--- src/rtl/mips_imem_loader_pkg.sv ---
// Shared types for the MIPS instruction-memory loader: formats, field bundle, loader states.
package mips_imem_loader_pkg;

   typedef enum logic [1:0] {
      FMT_R   = 2'b00,
      FMT_I   = 2'b01,
      FMT_J   = 2'b10,
      FMT_INV = 2'b11
   } instr_fmt_t;

   localparam logic [5:0] OP_RTYPE = 6'h00;

   typedef struct packed {
      logic [5:0]  opcode;
      logic [4:0]  rs;
      logic [4:0]  rt;
      logic [4:0]  rd;
      logic [4:0]  shamt;
      logic [5:0]  funct;
      logic [15:0] imm;
      logic [25:0] target;
   } instr_fields_t;

   typedef enum logic [1:0] {
      ST_IDLE,
      ST_LOAD,
      ST_DRAIN,
      ST_DONE
   } loader_state_t;

endpackage

--- src/rtl/mips_imem_loader_if.sv ---
// Field-beat stream from the boot source plus the imem write port driven by the loader.
interface mips_imem_loader_if #(parameter int unsigned ADDR_W = 32);
   logic              s_valid;
   logic              s_ready;
   logic [1:0]        s_fmt;
   logic [5:0]        s_opcode;
   logic [4:0]        s_rs;
   logic [4:0]        s_rt;
   logic [4:0]        s_rd;
   logic [4:0]        s_shamt;
   logic [5:0]        s_funct;
   logic [15:0]       s_imm;
   logic [25:0]       s_target;
   logic              s_last;
   logic              imem_we;
   logic [ADDR_W-1:0] imem_addr;
   logic [31:0]       imem_wdata;

   modport master (
      output s_valid, s_fmt, s_opcode, s_rs, s_rt, s_rd, s_shamt, s_funct,
             s_imm, s_target, s_last,
      input  s_ready, imem_we, imem_addr, imem_wdata
   );

   modport slave (
      input  s_valid, s_fmt, s_opcode, s_rs, s_rt, s_rd, s_shamt, s_funct,
             s_imm, s_target, s_last,
      output s_ready, imem_we, imem_addr, imem_wdata
   );
endinterface

--- src/rtl/mips_instr_encoder.sv ---
// Combinational packer: instruction fields + format -> 32-bit MIPS word, flags invalid format.
module mips_instr_encoder
   import mips_imem_loader_pkg::*;
(
   input  instr_fields_t fields_i,
   input  instr_fmt_t    fmt_i,
   output logic [31:0]   word_o,
   output logic          fmt_err_o
);

   always_comb begin
      word_o    = '0;
      fmt_err_o = 1'b0;
      unique case (fmt_i)
         FMT_R:   word_o = {OP_RTYPE, fields_i.rs, fields_i.rt, fields_i.rd,
                            fields_i.shamt, fields_i.funct};
         FMT_I:   word_o = {fields_i.opcode, fields_i.rs, fields_i.rt, fields_i.imm};
         FMT_J:   word_o = {fields_i.opcode, fields_i.target};
         default: fmt_err_o = 1'b1;
      endcase
   end

endmodule

--- src/rtl/mips_imem_loader.sv ---
// Streams encoded instructions into imem sequentially, holding the CPU in reset until loaded.
module mips_imem_loader
   import mips_imem_loader_pkg::*;
#(
   parameter int unsigned       ADDR_W    = 32,
   parameter int unsigned       DEPTH     = 256,
   parameter logic [ADDR_W-1:0] BASE_ADDR = '0,
   localparam int unsigned      CNT_W     = $clog2(DEPTH + 1)
) (
   input  logic                 clk,
   input  logic                 rst_n,
   input  logic                 start,
   mips_imem_loader_if.slave    bus,
   output logic [CNT_W-1:0]     count,
   output logic                 cpu_hold,
   output logic                 done,
   output logic                 err_fmt
);

   loader_state_t     state_q, state_d;
   logic [CNT_W-1:0]  count_q;
   logic              err_q;
   logic              we_q;
   logic [ADDR_W-1:0] addr_q;
   logic [31:0]       wdata_q;

   instr_fields_t     fields;
   logic [31:0]       enc_word;
   logic              enc_err;
   logic              accept;
   logic              wr_ok;
   logic              start_load;

   assign fields = '{opcode: bus.s_opcode, rs: bus.s_rs, rt: bus.s_rt, rd: bus.s_rd,
                     shamt: bus.s_shamt, funct: bus.s_funct, imm: bus.s_imm,
                     target: bus.s_target};

   mips_instr_encoder u_enc (
      .fields_i  (fields),
      .fmt_i     (instr_fmt_t'(bus.s_fmt)),
      .word_o    (enc_word),
      .fmt_err_o (enc_err)
   );

   assign bus.s_ready = (state_q == ST_LOAD) && (count_q < CNT_W'(DEPTH));
   assign accept      = bus.s_valid && bus.s_ready;
   assign wr_ok       = accept && !enc_err;
   assign start_load  = start && ((state_q == ST_IDLE) || (state_q == ST_DONE));

   always_ff @(posedge clk or negedge rst_n) begin
      if (!rst_n) state_q <= ST_IDLE;
      else        state_q <= state_d;
   end

   // The final write leaves the register stage during DRAIN, so DONE follows one cycle later.
   always_comb begin
      state_d = state_q;
      unique case (state_q)
         ST_IDLE, ST_DONE: if (start) state_d = ST_LOAD;
         ST_LOAD: begin
            if ((accept && bus.s_last) || (wr_ok && (count_q == CNT_W'(DEPTH - 1))))
               state_d = ST_DRAIN;
         end
         ST_DRAIN: state_d = ST_DONE;
         default:  state_d = ST_IDLE;
      endcase
   end

   always_ff @(posedge clk or negedge rst_n) begin
      if (!rst_n) begin
         count_q <= '0;
         err_q   <= 1'b0;
         we_q    <= 1'b0;
         addr_q  <= BASE_ADDR;
         wdata_q <= '0;
      end else begin
         we_q <= wr_ok;
         if (start_load) begin
            count_q <= '0;
            err_q   <= 1'b0;
         end else if (accept) begin
            if (enc_err) begin
               err_q <= 1'b1;
            end else begin
               count_q <= count_q + 1'b1;
               addr_q  <= BASE_ADDR + (ADDR_W'(count_q) << 2);
               wdata_q <= enc_word;
            end
         end
      end
   end

   assign bus.imem_we    = we_q;
   assign bus.imem_addr  = addr_q;
   assign bus.imem_wdata = wdata_q;
   assign count          = count_q;
   assign err_fmt        = err_q;
   assign done           = (state_q == ST_DONE);
   assign cpu_hold       = (state_q != ST_DONE);

endmodule

--- src/flat_wrapper.sv ---
// flat-port wrapper written by rule: the top's interface ports become plain ports
module mips_imem_loader_flat import mips_imem_loader_pkg::*;
#(
   parameter int unsigned       ADDR_W    = 32,
   parameter int unsigned       DEPTH     = 256,
   parameter logic [ADDR_W-1:0] BASE_ADDR = '0,
   localparam int unsigned      CNT_W     = $clog2(DEPTH + 1)
)
  (clk, rst_n, start, count, cpu_hold, done, err_fmt, bus_s_valid, bus_s_fmt, bus_s_opcode, bus_s_rs, bus_s_rt, bus_s_rd, bus_s_shamt, bus_s_funct, bus_s_imm, bus_s_target, bus_s_last, bus_s_ready, bus_imem_we, bus_imem_addr, bus_imem_wdata);
  mips_imem_loader_if #(.ADDR_W(ADDR_W)) bus_i ();
  input  logic clk;
  input  logic rst_n;
  input  logic start;
  output logic [CNT_W-1:0] count;
  output logic cpu_hold;
  output logic done;
  output logic err_fmt;
  input wire logic [$bits(bus_i.s_valid)-1:0] bus_s_valid;
  input wire logic [$bits(bus_i.s_fmt)-1:0] bus_s_fmt;
  input wire logic [$bits(bus_i.s_opcode)-1:0] bus_s_opcode;
  input wire logic [$bits(bus_i.s_rs)-1:0] bus_s_rs;
  input wire logic [$bits(bus_i.s_rt)-1:0] bus_s_rt;
  input wire logic [$bits(bus_i.s_rd)-1:0] bus_s_rd;
  input wire logic [$bits(bus_i.s_shamt)-1:0] bus_s_shamt;
  input wire logic [$bits(bus_i.s_funct)-1:0] bus_s_funct;
  input wire logic [$bits(bus_i.s_imm)-1:0] bus_s_imm;
  input wire logic [$bits(bus_i.s_target)-1:0] bus_s_target;
  input wire logic [$bits(bus_i.s_last)-1:0] bus_s_last;
  output wire logic [$bits(bus_i.s_ready)-1:0] bus_s_ready;
  output wire logic [$bits(bus_i.imem_we)-1:0] bus_imem_we;
  output wire logic [$bits(bus_i.imem_addr)-1:0] bus_imem_addr;
  output wire logic [$bits(bus_i.imem_wdata)-1:0] bus_imem_wdata;
  assign bus_i.s_valid = bus_s_valid;
  assign bus_i.s_fmt = bus_s_fmt;
  assign bus_i.s_opcode = bus_s_opcode;
  assign bus_i.s_rs = bus_s_rs;
  assign bus_i.s_rt = bus_s_rt;
  assign bus_i.s_rd = bus_s_rd;
  assign bus_i.s_shamt = bus_s_shamt;
  assign bus_i.s_funct = bus_s_funct;
  assign bus_i.s_imm = bus_s_imm;
  assign bus_i.s_target = bus_s_target;
  assign bus_i.s_last = bus_s_last;
  assign bus_s_ready = bus_i.s_ready;
  assign bus_imem_we = bus_i.imem_we;
  assign bus_imem_addr = bus_i.imem_addr;
  assign bus_imem_wdata = bus_i.imem_wdata;
  mips_imem_loader #(.ADDR_W(ADDR_W), .DEPTH(DEPTH), .BASE_ADDR(BASE_ADDR)) u_core (.clk(clk), .rst_n(rst_n), .start(start), .bus(bus_i), .count(count), .cpu_hold(cpu_hold), .done(done), .err_fmt(err_fmt));
endmodule
--- config.mk ---
export PLATFORM = sky130hd
export DESIGN_NAME = mips_imem_loader_flat
export DESIGN_NICKNAME = d
export VERILOG_FILES = /design/src/rtl/mips_imem_loader_pkg.sv /design/src/rtl/mips_imem_loader_if.sv /design/src/rtl/mips_instr_encoder.sv /design/src/rtl/mips_imem_loader.sv /design/src/flat_wrapper.sv
export SDC_FILE = /design/constraint.sdc
export NUM_CORES = 1
export LEC_CHECK = 0
export CELL_PAD_IN_SITES_DETAIL_PLACEMENT = 1
export CELL_PAD_IN_SITES_GLOBAL_PLACEMENT = 2
export CORE_AREA = 2 2 117 119
export DETAILED_ROUTE_END_ITERATION = 16
export DIE_AREA = 0 0 119 121
export HOLD_SLACK_MARGIN = 0.12
export PLACE_DENSITY = 0.94
export SLEW_MARGIN = 20
export SYNTH_ARGS = -nofsm -noshare
export SYNTH_HDL_FRONTEND = slang
export SYNTH_SLANG_ARGS = --single-unit
--- constraint.sdc ---
create_clock -name clk -period 3.4 [get_ports clk]
set_input_delay 0.34 -clock clk [delete_from_list [all_inputs] [get_ports clk]]
set_output_delay 0.34 -clock clk [all_outputs]
set_load 0.02 [all_outputs]
* Yosys cells after proc, flatten, opt, wreduce, memory -nomap -nowiden
Index checks and enable logic that the tools add are counted.
Storage, ports and cells: register bits 54, bits in latches 0, RAM bits 0, bits in read-only memories 0, input bits 81, output and inout bits 78, word-level logic and storage cells 47, memories kept 0
Cells by class: $add $sub $neg 1, multipliers 0, divide/modulo/power cells 0, magnitude comparators 1, equality and inequality tests 10, shift-type cells 0, muxes and demuxes 10, bitwise logic cells 1, reductions and logical operators 18
Operators with widths (count):
- one-hot mux 32 bit (3 select lines) | 1
- 2-to-1 mux 9 bit | 3
- adder 9 x 1 -> 9 bit (second input constant) | 1
- equality test 9 x 8 -> 1 bit (second input constant) | 1
- less-than comparator 9 bit (second input constant) | 1
- equality test 2 bit (second input constant) | 3
- logical AND 1 bit | 6
- != test 2 bit (second input constant) | 3
- one-hot mux 2 bit (3 select lines) | 1
- AND reduction 2 bit | 3
- equality test 2 x 1 -> 1 bit (second input constant) | 2
- logical NOT 2 bit | 2
- 2-to-1 mux 2 bit | 2
- nonzero test 2 bit | 2
- 2-to-1 mux 1 bit | 3
- AND reduction 3 bit | 1
- OR reduction 3 bit | 1
- logical OR 1 bit | 2
- != test 2 x 1 -> 1 bit (second input constant) | 1
- OR reduction 2 bit | 1
- inverter 1 bit | 1

* Logic depth before layout (Yosys ltp)
word-level depth 8, gate-level depth with buffers 8, mapped depth without buffers 8

* Hierarchy
A second synthesis with hierarchy kept.
Unflattened totals: cell total of the unflattened synthesis 234, area total of the unflattened synthesis 3042.9 sq um
By module, submodules not included:
- mips_imem_loader | times used 1, cells an instance 174, area each 2523.7 sq um, sequential area each 1351.3 sq um
- mips_instr_encoder | times used 1, cells an instance 60, area each 519.2 sq um, sequential area each 0.0 sq um

* Least setup slack after synthesis
OpenSTA, ideal clock, no wires.
path kind register -> register, start register u_core.count_q[0] (netlist: u_core.count[0]), end register u_core.state_q[1], library setup time 124 ps, arrival 1559 ps, required time 3276 ps, path slack 1717 ps, stages on the path, launching flop included 9, buffers on the path 0, period minus slack after synthesis 1683 ps, cell sequence dfrtp_1 -> ha_1 -> nand3_1 -> nor2_1 -> ha_1 -> a21boi_0 -> o21ai_0 -> a21oi_1 -> o21bai_1
Between the ends: longest elaborated chain between the ends 8, elaborated cells on any way between the ends 10, those cells by class 1 x order compare; 2 x eq/ne; 7 x reduce/logical
RTL lines:
- start, declared | line mips_imem_loader.sv:21 | logic [CNT_W-1:0] count_q;
- start signal, assigned | line mips_imem_loader.sv:85 | count_q <= count_q + 1'b1;
- less-than comparator 9 bit | line mips_imem_loader.sv:45 | assign bus.s_ready = (state_q == ST_LOAD) && (count_q < CNT_W'(DEPTH));
- logical AND 1 bit | line mips_imem_loader.sv:45
- logical AND 1 bit | line mips_imem_loader.sv:46 | assign accept = bus.s_valid && bus.s_ready;
- logical AND 1 bit | line mips_imem_loader.sv:47 | assign wr_ok = accept && !enc_err;
- logical AND 1 bit | line mips_imem_loader.sv:61 | if ((accept && bus.s_last) || (wr_ok && (count_q == CNT_W'(DEPTH - 1))))
- logical OR 1 bit (*) | line mips_imem_loader.sv:61
- != test 2 bit (no line) (*)
- AND reduction 2 bit (no line) (*)
- end signal, assigned | line mips_imem_loader.sv:52 | else state_q <= state_d;
- end, declared | line mips_imem_loader.sv:20 | loader_state_t state_q, state_d;
Mark *: on every way between the ends. The rest lies on a longest branch, timed or not. A chain may end at the register's enable or synchronous reset.

* Worst setup path in the final report
start register u_core.state_q[1], end register u_core.addr_q[2] (netlist: u_core.bus.imem_addr[2])
Between the ends: longest elaborated chain between the ends 5, elaborated cells on any way between the ends 9, those cells by class 2 x eq/ne; 1 x bitwise; 6 x reduce/logical
RTL lines:
- equality test 2 bit or logical NOT 2 bit (tied branches) | line mips_imem_loader.sv:48 | assign start_load = start && ((state_q == ST_IDLE) || (state_q == ST_DONE));
- logical OR 1 bit | line mips_imem_loader.sv:48
- logical AND 1 bit | line mips_imem_loader.sv:48
- inverter 1 bit (no line)
- AND reduction 3 bit (no line) (*)
- end signal, assigned | line mips_imem_loader.sv:86 | addr_q <= BASE_ADDR + (ADDR_W'(count_q) << 2);
- end, declared | line mips_imem_loader.sv:24 | logic [ADDR_W-1:0] addr_q;
Marked as above.

==> results.md <==
- Fin Clk Skew: 0.0136 ns
- Dominant cells by area after synthesis: dfrtp_1 (46%), buf_4 (6.4%), mux2i_1 (5.8%)
- Pwr/cell area: between 600 and 700 nW/um^2
- Largest net degree at the start of global routing: 63
- Via-per-instance ratio: 4.23
- Post-synth top cells: dfrtp_1 (54), nand2_1 (44), o21ai_0 (30)
- GR Util All Layers: 12.3%
- Ys Warns: 0
- Ys flop type: dfrtp_1
- Vias in the first global route: slightly below 3000
- Port bufs: around 140
- I/O pin count: between 150 and 200
- Row cnt: 42
- DIE WIDTH: roughly 120 um
- Kind of critical path: flip-flop to flip-flop
- Post-CTS sizing: 0
- Clk slew on worst S/H paths: approximately 0.08 ns
- Max-cap viol count: 0
- EDFF count, synth: 0
- DRT Pass-1 Iters: 4
- Peak VDD IR: around 0.00024 V
- Most frequent cell after synthesis: dfrtp_1
- Share of cells above drive strength 1: under 10%
- Crit path cell chain: inv_1 > ha_1 > and3b_1 > nand3_4 > mux2_4
- Gr busiest metal: met2
- Worst path arrival time: roughly 2.4 ns
- Yosys top cell area share: 46.0%
- Met3 GRT Util: roughly 3.5%
- Wire per inst: about 14 um
- Crit. End Element: flip-flop
- Antenna fix cells: 0
- Comb pwr share: between 40% and 50%
- Antenna violations before repair: 0
- Leak pwr: approximately 1.9 nW
- Setup tns final: 0 ns
- Root Driver: clkbuf_16
- Reg2reg end: u_core.bus.imem_addr[2]$_DFFE_PN0P_
- Min-delay src: u_core.bus.imem_wdata[24]$_DFFE_PN0P_
- Die Area: 14400 sq um
- Worst R2R Setup Slack: 1.21 ns
- CP max stage delay: between 0.5 and 0.6 ns
- Htree depth: 2
- Critical path buffer and inverter count: 1
- Internal cell power: 1.87 mW
- Max-slew headroom: between 50% and 60%
- R2R depth: 5
- CP required: 3.59 ns
- Fin. Hold Viols: 0
- CP Launch Type: flip-flop
- Final wirelength: 8.67 mm
- Clk network pwr share: between 10% and 20%
- Hold Path Sink: u_core.bus.imem_wdata[24]$_DFFE_PN0P_
- CTS Sinks: 54
- Final nets: ~530
- Initial Utilization: 22.5%
- Vias: 2612
- Fin crit share: 64.5%
- Async SR Flop Fraction: between 90% and 100%
- Reg2reg start: u_core.state_q[1]$_DFFE_PN0P_
- Worst hold path class: flip-flop to flip-flop
- Crit Path Max Fanout: 62
- Residual DRC: 0
- Final HPWL DP: just under 7 mm
- Final Setup Violations: 0
- Cell family with most CP delay: simple AND/OR/NAND/NOR gates
- Run status: completed
- Critical path's slowest cell: nand3_4
- Die Ht: ~120 um
- Initial drt markers: 94
- Syn_area_per_cell: around 9.4 sq um
- Post-synth top area cell: dfrtp_1
- Worst-Skew Late Latency: 0.30 ns
- Switch Pwr: ~1.2 mW
- First-pass GRT wire length: 14.3 mm
- Slew of the pin with the lowest slew margin: 0.710 ns
- Yosys cell types: 36
- WHS Path Cells: 2
- Core Box Area: 13100 sq um
- Cell Area, Synth: 2940 sq um
- Met1 global-route usage: 13.5%
- Antenna Nets Post-Route: 0
- Routability Congestion: approximately 0.7
- GRT overflow: 0
- Cts bufs inserted: 5
- Fmax: around 0.46 GHz
- Met2 layer usage reported by global route: roughly a quarter
- Min cycle time layout: about 2.2 ns
- TritonCTS clock tree: yes
- Fin util: between 30% and 40%
- CTS Buffer Depth: 2
- Slew Limit Fails: 0
- Synth-to-layout area growth: 53.3%
- Seq/Total Area, Yosys: 46.0%
- Cells after synthesis: 313
- #FFs+latches synth: 54
- RSZ-0062 raised after global routing: false
- Sw frac: about two fifths
- Sequential power share: 33.5%
[routing by layer]
| metal | part of all wire (%) | routed length [um] |
|---|---|---|
| met1 | 41 | 3560 |
| met2 | 51 | 4400 |
| met3 | 7.4 | 644 |
| met4 | 0.82 | 71 |
| met5 | 0 | 0 |
[cells by family after synthesis]
kind of cell	count (synthesis)	share of synthesized area, %
xor+xnor	7	2.09
mux	24	9.11
fa+ha+maj	4	1.70
buf+inv	46	9.96
other cells	1	0.128
flops	54	46.0
simple gates	103	16.9
compound gates	74	14.1
[state kept, by name (all words and copies together), names as in the netlist]
| signal | flops |
|---|---|
| u_core.state_q | 2 |
| u_core.bus.imem_wdata | 32 |
| u_core.bus.imem_we | 1 |
| u_core.err_fmt | 1 |
| u_core.bus.imem_addr | 9 |
| u_core.count | 9 |
[how the worst max path moves through the flow]
| stage | startpoint | slack [ns] | end | depth (start not counted) |
|---|---|---|---|---|
| after floorplan | u_core.count[0]$_DFFE_PN0P_ | 1.72 | u_core.state_q[1]$_DFFE_PN0P_ | 8 |
| after global placement | bus_s_fmt[0] | 1.02 | u_core.bus.imem_addr[3]$_DFFE_PN0P_ | 5 |
| after detailed placement | bus_s_fmt[0] | 0.95 | u_core.bus.imem_addr[3]$_DFFE_PN0P_ | 5 |
| after CTS | u_core.state_q[1]$_DFFE_PN0P_ | 1.17 | u_core.bus.imem_addr[2]$_DFFE_PN0P_ | 5 |
| after global routing | u_core.state_q[1]$_DFFE_PN0P_ | 0.98 | u_core.bus.imem_addr[2]$_DFFE_PN0P_ | 5 |
| final | u_core.state_q[1]$_DFFE_PN0P_ | 1.21 | u_core.bus.imem_addr[2]$_DFFE_PN0P_ | 5 |
[cell usage in the layout (no fill, tap or decap), drive strengths merged, types with 2 or more instances in the layout]
cell type,Yosys,final
a21oi,29,29
nor2b,12,12
nor4,4,4
dfrtp,54,54
clkbuf,10,5
o211ai,6,6
nand3,5,5
inv,4,5
ha,4,4
buf,32,5
conb,1,23
nand2,44,44
xnor2,6,6
a21boi,2,2
clkinv,0,2
mux2i,17,17
a32oi,6,6
and2,3,3
mux2,7,7
nor2,28,28
o21ai,30,30
clkdlybuf4s50,0,134
[area by class of cell]
| type | instances | area [sq um] |
|---|---|---|
| clock buffer | 5 | 125 |
| fill | 1516 | 8580 |
| timing repair buffer | 140 | 1390 |
| inverter | 4 | 15.0 |
| multi-input combinational | 235 | 1380 |
| clock inverter | 3 | 28.8 |
| sequential | 54 | 1350 |
| tap | 176 | 220 |
[worst min-delay path: stages (launching register included)]
cell,delay (ns)
dfrtp_1,0.35
nand2_1,0.04
o21ai_0,0.06
[metrics by stage]
step | cell area, sq um | power [mW] | cells | worst slack, ns | hold slack, ns
2_1_floorplan | 3020 | 1.86 | 335 | 1.72 | 0.0444
3_3_place_gp | 4340 | 2.54 | 608 | 1.02 | 0.416
3_5_place_dp | 4340 | 2.61 | 608 | 0.949 | 0.432
4_1_cts | 4510 | 3.15 | 617 | 1.17 | 0.495
5_1_grt | 4510 | 3.32 | 617 | 0.981 | 0.515
6_report | 4510 | 3.09 | 617 | 1.21 | 0.485
[power by group through the flow]
stage	registers, mW	clock network (mW)	logic, mW
after floorplan	1.30	0	0.559
after global placement	1.04	0	1.51
after detailed placement	1.05	0	1.55
after CTS	1.04	0.552	1.56
after global routing	1.07	0.576	1.67
final	1.04	0.531	1.52
[repair_timing]
item	in CTS	in global routing
hold buffers	1	0
buffers inserted	0	0
endpoints found under the hold margin	11	0
Power figures use the tool's default switching activity.
